<file path="config.mk">
export PLATFORM = sky130hd
export DESIGN_NAME = regfile_multiport
export DESIGN_NICKNAME = d
export VERILOG_FILES = /design/src/rtl/regfile_pkg.sv /design/src/rtl/regfile_read_port.sv /design/src/rtl/regfile_multiport.sv
export SDC_FILE = /design/constraint.sdc
export NUM_CORES = 1
export LEC_CHECK = 0
export BUFFER_PORTS_ARGS = -buffer_cell sky130_fd_sc_hd__buf_2
export CORE_UTILIZATION = 46
export DETAILED_ROUTE_END_ITERATION = 12
export SLEW_MARGIN = 25
export SYNTH_ARGS = -nofsm -noshare
export SYNTH_HDL_FRONTEND = slang
export SYNTH_SLANG_ARGS = --single-unit
export TNS_END_PERCENT = 20
</file>
<file path="constraint.sdc">
create_clock -name clock -period 3.1 [get_ports clock]
set_input_delay 0.31 -clock clock [delete_from_list [all_inputs] [get_ports clock]]
set_output_delay 0.31 -clock clock [all_outputs]
set_load 0.05 [all_outputs]
</file>
<file path="src/rtl/regfile_pkg.sv">
// Shared constants and FSM encoding for the multiport register file.
package regfile_pkg;

  typedef enum logic {
    IDLE  = 1'b0,
    CLEAR = 1'b1
  } state_t;

  localparam logic ON  = 1'b1;
  localparam logic OFF = 1'b0;

endpackage

</file>
<file path="src/rtl/regfile_read_port.sv">
// One read port: zero-register override, write-to-read forwarding, array data.
module regfile_read_port
  import regfile_pkg::*;
#(
  parameter int unsigned DATA_WIDTH = 32,
  parameter int unsigned ADDR_WIDTH = 5,
  parameter int unsigned ZERO_REG   = 1,
  parameter int unsigned BYPASS     = 1
) (
  input  logic [ADDR_WIDTH-1:0] addr,
  input  logic [DATA_WIDTH-1:0] mem_data,
  input  logic                  write_enabled,
  input  logic [ADDR_WIDTH-1:0] write_addr,
  input  logic [DATA_WIDTH-1:0] write_data,
  output logic [DATA_WIDTH-1:0] data_c
);

  logic is_zero_c;
  logic is_fwd_c;

  // Zero register wins over forwarding, forwarding wins over stored data.
  always_comb begin
    is_zero_c = OFF;
    is_fwd_c  = OFF;
    data_c    = mem_data;
    if (ZERO_REG != 0) begin
      is_zero_c = (addr == '0);
    end
    if (BYPASS != 0) begin
      is_fwd_c = write_enabled && (addr == write_addr);
    end
    if (is_zero_c) begin
      data_c = '0;
    end else if (is_fwd_c) begin
      data_c = write_data;
    end
  end

endmodule

</file>
<file path="src/rtl/regfile_multiport.sv">
// Multiport register file with request/finish handshake and a zeroing sweep.
module regfile_multiport
  import regfile_pkg::*;
#(
  parameter int unsigned DATA_WIDTH = 32,
  parameter int unsigned ADDR_WIDTH = 5,
  parameter int unsigned READ_PORTS = 2,
  parameter int unsigned ZERO_REG   = 1,
  parameter int unsigned BYPASS     = 1
) (
  input  logic                             clock,
  input  logic                             reset_n,
  input  logic                             start,
  input  logic                             read_enabled,
  input  logic [READ_PORTS*ADDR_WIDTH-1:0] read_addr,
  input  logic                             write_enabled,
  input  logic [ADDR_WIDTH-1:0]            write_addr,
  input  logic [DATA_WIDTH-1:0]            write_data,
  input  logic                             clear,
  output logic                             busy,
  output logic                             finish,
  output logic [READ_PORTS*DATA_WIDTH-1:0] read_data
);

  localparam int unsigned DEPTH = 2 ** ADDR_WIDTH;
  localparam logic [ADDR_WIDTH-1:0] LAST_INDEX = ADDR_WIDTH'(DEPTH - 1);

  logic [DATA_WIDTH-1:0] mem [DEPTH];

  state_t                          state;
  state_t                          next_state;
  logic [ADDR_WIDTH-1:0]           counter;
  logic [ADDR_WIDTH-1:0]           next_counter;
  logic                            next_busy;
  logic                            next_finish;
  logic                            load_read_c;
  logic                            mem_we_c;
  logic [ADDR_WIDTH-1:0]           mem_waddr_c;
  logic [DATA_WIDTH-1:0]           mem_wdata_c;
  logic [READ_PORTS*DATA_WIDTH-1:0] port_data_c;

  // Per-port address decode and forwarding.
  for (genvar k = 0; k < READ_PORTS; k++) begin : g_port
    regfile_read_port #(
      .DATA_WIDTH (DATA_WIDTH),
      .ADDR_WIDTH (ADDR_WIDTH),
      .ZERO_REG   (ZERO_REG),
      .BYPASS     (BYPASS)
    ) u_read_port (
      .addr          (read_addr[k*ADDR_WIDTH +: ADDR_WIDTH]),
      .mem_data      (mem[read_addr[k*ADDR_WIDTH +: ADDR_WIDTH]]),
      .write_enabled (write_enabled),
      .write_addr    (write_addr),
      .write_data    (write_data),
      .data_c        (port_data_c[k*DATA_WIDTH +: DATA_WIDTH])
    );
  end

  // Next-state, sweep counter, array write and handshake decode.
  always_comb begin
    next_state   = state;
    next_counter = counter;
    next_busy    = busy;
    next_finish  = OFF;
    load_read_c  = OFF;
    mem_we_c     = OFF;
    mem_waddr_c  = write_addr;
    mem_wdata_c  = write_data;
    case (state)
      IDLE: begin
        if (clear) begin
          next_state   = CLEAR;
          next_counter = '0;
          next_busy    = ON;
        end else if (start) begin
          next_finish = ON;
          load_read_c = read_enabled;
          mem_we_c    = write_enabled;
          if ((ZERO_REG != 0) && (write_addr == '0)) begin
            mem_we_c = OFF;
          end
        end
      end
      CLEAR: begin
        mem_we_c    = ON;
        mem_waddr_c = counter;
        mem_wdata_c = '0;
        if (counter == LAST_INDEX) begin
          next_state   = IDLE;
          next_counter = '0;
          next_busy    = OFF;
          next_finish  = ON;
        end else begin
          next_counter = counter + ADDR_WIDTH'(1);
        end
      end
      default: begin
        next_state   = CLEAR;
        next_counter = '0;
        next_busy    = ON;
      end
    endcase
  end

  // State, counter and registered outputs; reset restarts the sweep.
  always_ff @(posedge clock) begin
    if (!reset_n) begin
      state     <= CLEAR;
      counter   <= '0;
      busy      <= ON;
      finish    <= OFF;
      read_data <= '0;
    end else begin
      state   <= next_state;
      counter <= next_counter;
      busy    <= next_busy;
      finish  <= next_finish;
      if (load_read_c) begin
        read_data <= port_data_c;
      end
    end
  end

  // Storage array; only the sweep clears it.
  always_ff @(posedge clock) begin
    if (reset_n && mem_we_c) begin
      mem[mem_waddr_c] <= mem_wdata_c;
    end
  end

endmodule

</file>
==> reports/metrics.csv <==
stage;metric;value;unit
outcome;status;finished clean;
synthesis;synth_compound_area_share;9.31;%
floorplan;die_h;337;um
synthesis;syn-instance-count;3309;
power;p_leak;20.6;nW
grt;grt_max_degree;98;
cts;cts-htree-levels;3;
place;hpwl;106000;um
routing;viasPerCell;6.72;
synthesis;async_reset_ff_share;0;%
timing;rsz0062_at_grt;no;
cts;clockBufferDepth;3;
synthesis;yosys_warnings;0;
timing;timing.fmax;412;MHz
synthesis;synth_top_family_by_area;multiplexers;
synthesis;synth-main-ff-cell;edfxtp_1;
grt;grt_pass1_vias;34364;
cells_and_area;area_delta_synth_final;15.2;%
timing;hold_viol_final;0;
place;dpl-instance-area;0.0551;mm2
synthesis;synthDistinctLibCells;50;
synthesis;synth_nets;3364;
timing;setup_violations;0;
timing;worst_pin_slew;1.02;ns
routing;first_pass_iters;8;
synthesis;synth_edf_count;1024;
floorplan;io_pins;119;
power;vdd.ir_drop.worst;0.459;mV
routing;wl_per_cell;34.7;um
place;gp_congestion;0.891;
synthesis;synth_seq_cells;1096;
cts;post_cts_buffers;0;
synthesis;syn-cell-area;0.0515;mm2
cts;tritoncts;yes;
routing;drt_wl_total;177000;um
critical_path;critPathMaxFanout;23;
grt;antenna_found_initial;6;
worst_hold_path;hold_class;in -> reg;
critical_path;critPathRequiredTime;3.67;ns
critical_path;path_class;reg -> reg;
synthesis;syn_avg_cell_area;15.6;um2
routing;ant_nets;0;
critical_path;worstPathArrival;3.00;ns
floorplan;core_area;0.111;mm2
synthesis;synthXorXnorAreaFrac;0.170;%
grt;grt.overflow.total;0;
worst_hold_path;hp-start;clear;
grt;grt_use_total;31.0;%
place;portBuffers;118;
worst_hold_path;holdPathEnd;state;
floorplan;rows;122;
cts;ctsResizeCount;0;
cts;clock_latency;0.71;ns
run;maxCapViolCount;0;
synthesis;synth_simple_gate_area_share;3.88;%
routing;vias;34257;
routing;drc;0;
critical_path;crit_path_end_kind;flop;
routing;drt_iter0_drc;4336;
cts;clock-sinks;1096;
timing;maxSlewViolCount;0;
synthesis;muxShareOfSynthArea;21.2;%
floorplan;die_area;0.113;mm2
critical_path;regToRegEndpoint;read_data[28];
timing;finalClockSkew;0.0347;ns
synthesis;synth_fa_ha_area_share;0.0486;%
cells_and_area;fillers;8912;
grt;grt_pass1_wl;249000;um
worst_hold_path;hold-path-cell-count;3;
synthesis;seq_area_frac_synth;62.5;%
critical_path;timing.rr.start;state;
critical_path;worstRegToRegCells;6;
cells_and_area;drive_gt1_share;27.0;%
cts;clock-root-buffer;clkbuf_16;
cells_and_area;final_design_area_no_fill;0.0594;mm2
critical_path;worst-r2r-setup-slack;0.67;ns
critical_path;start_kind;flop;
floorplan;dieWidth;337;um
cts;clk_pin_slew;0.06;ns
timing;setup-tns-final;0;ns
cts;cts_made_buffers;117;
timing;relSlewSlack;31.8;%
cells_and_area;nets;3562;
power;p_per_area;552;mW/mm2
floorplan;start_util;46.5;%
timing;period_share;78.3;%
timing;period_needed;2.43;ns
-- layer usage --
metal,vias up,GRT usage (%),routed length [um]
met5,-,0.638,126
met2,1988,47.9,80900
li1,14036,-,-
met3,352,6.68,18200
met4,6,12.7,7400
met1,17875,42.5,70300
-- report_power, final --
part | switching (mW) | internal, mW | leakage (nW)
clock | 5.82 | 8.40 | 1.88
sequential | 0.0414 | 16.0 | 10.1
combinational | 1.50 | 0.968 | 8.57
-- worst max-delay path: stages (launching register included) --
cell,delay (ns)
dfxtp_4,0.51
nand4bb_4,0.31
a211o_1,0.20
a31o_2,0.49
buf_4,0.38
a41oi_1,0.09
a221o_1,0.28
-- cells by family (layout without fill, tap and decap cells) --
group	count (synthesis)	after routing
compound gates	660	660
xor+xnor	10	10
fa+ha+maj	2	2
buf+inv	277	574
flops	1096	1096
mux	899	899
other cells	0	3
simple gates	365	365
-- what timing repair did --
item / CTS / global route
hold buffers: 33 / 0
endpoints found under the hold margin: 37 / 0
endpoints found under the setup margin: 0 / 0
-- how the worst max path moves through the flow --
stage / startpoint / to / cells after the start / slack, ns
floorplan: state / mem[16][0] / 5 / 0.08
CTS: state / read_data[31] / 6 / 0.76
global route: state / read_data[31] / 6 / 0.66
finish: state / read_data[28] / 6 / 0.67
detailed placement: write_addr[2] / mem[23][3] / 7 / 0.51
global placement: read_addr[9] / read_data[44] / 7 / 0.53
-- cells in the mapped netlist, types with 39 or more instances --
master	instances	area share (%)
a21oi_1	39	0.38
a22oi_1	288	4.2
buf_2	94	0.91
clkbuf_1	108	0.79
dfxtp_1	72	2.8
edfxtp_1	1024	60
mux2_2	258	5.6
mux2i_1	513	10
mux4_2	128	5.6
nand2_1	47	0.34
nand3_1	133	1.3
nor2_1	45	0.33
o22ai_1	129	1.6
-- metrics by stage --
step                setup WS (ns)  util, %  instances  hold slack, ns  total power [mW]
CTS                         0.758     53.6       5094          0.0304              32.8
global route                0.663     53.6       5094          0.0746              33.5
floorplan                  0.0785        -       3309           0.372              17.9
global placement            0.535     49.8       4843           0.469              18.7
finish                      0.673     53.6       5097          0.0692              32.7
detailed placement          0.511     49.8       4843           0.468              18.8
-- placed cells by master, fill, tap and decap left out, drive strengths merged, types with 8 or more instances in the layout --
master	n
nor2	46
bufinv	16
a41oi	32
edfxtp	1024
nand2	48
nand3	133
a22oi	288
clkinv	43
nor3	68
nand2b	8
mux4	128
mux2i	513
clkbuf	149
buf	322
dfxtp	72
xor2	8
dlygate4sd3	33
o31ai	32
a221o	32
mux2	258
nor2b	36
a221oi	32
a21oi	39
o21ai	40
o22ai	129
clkinvlp	8
a22o	32
-- state kept, by name, summed over array words and instances, names as in the netlist --
signal     cells
counter        5
read_data     64
mem         1024
state          1
finish         1
busy           1
-- cell type report --
| class | count | area [um2] | area share, % |
|---|---|---|---|
| Sequential cell | 1096 | 32200 | 54.2 |
| Multi-Input combinational cell | 1936 | 18200 | 30.7 |
| Timing Repair Buffer | 355 | 3220 | 5.42 |
| Clock buffer | 149 | 3120 | 5.25 |
| Tap cell | 1488 | 1860 | 3.14 |
| Clock inverter | 69 | 757 | 1.28 |
| Antenna cell | 3 | 7.51 | 0.0126 |
| Inverter | 1 | 3.75 | 0.00632 |
(Power assumes the default switching activity.)
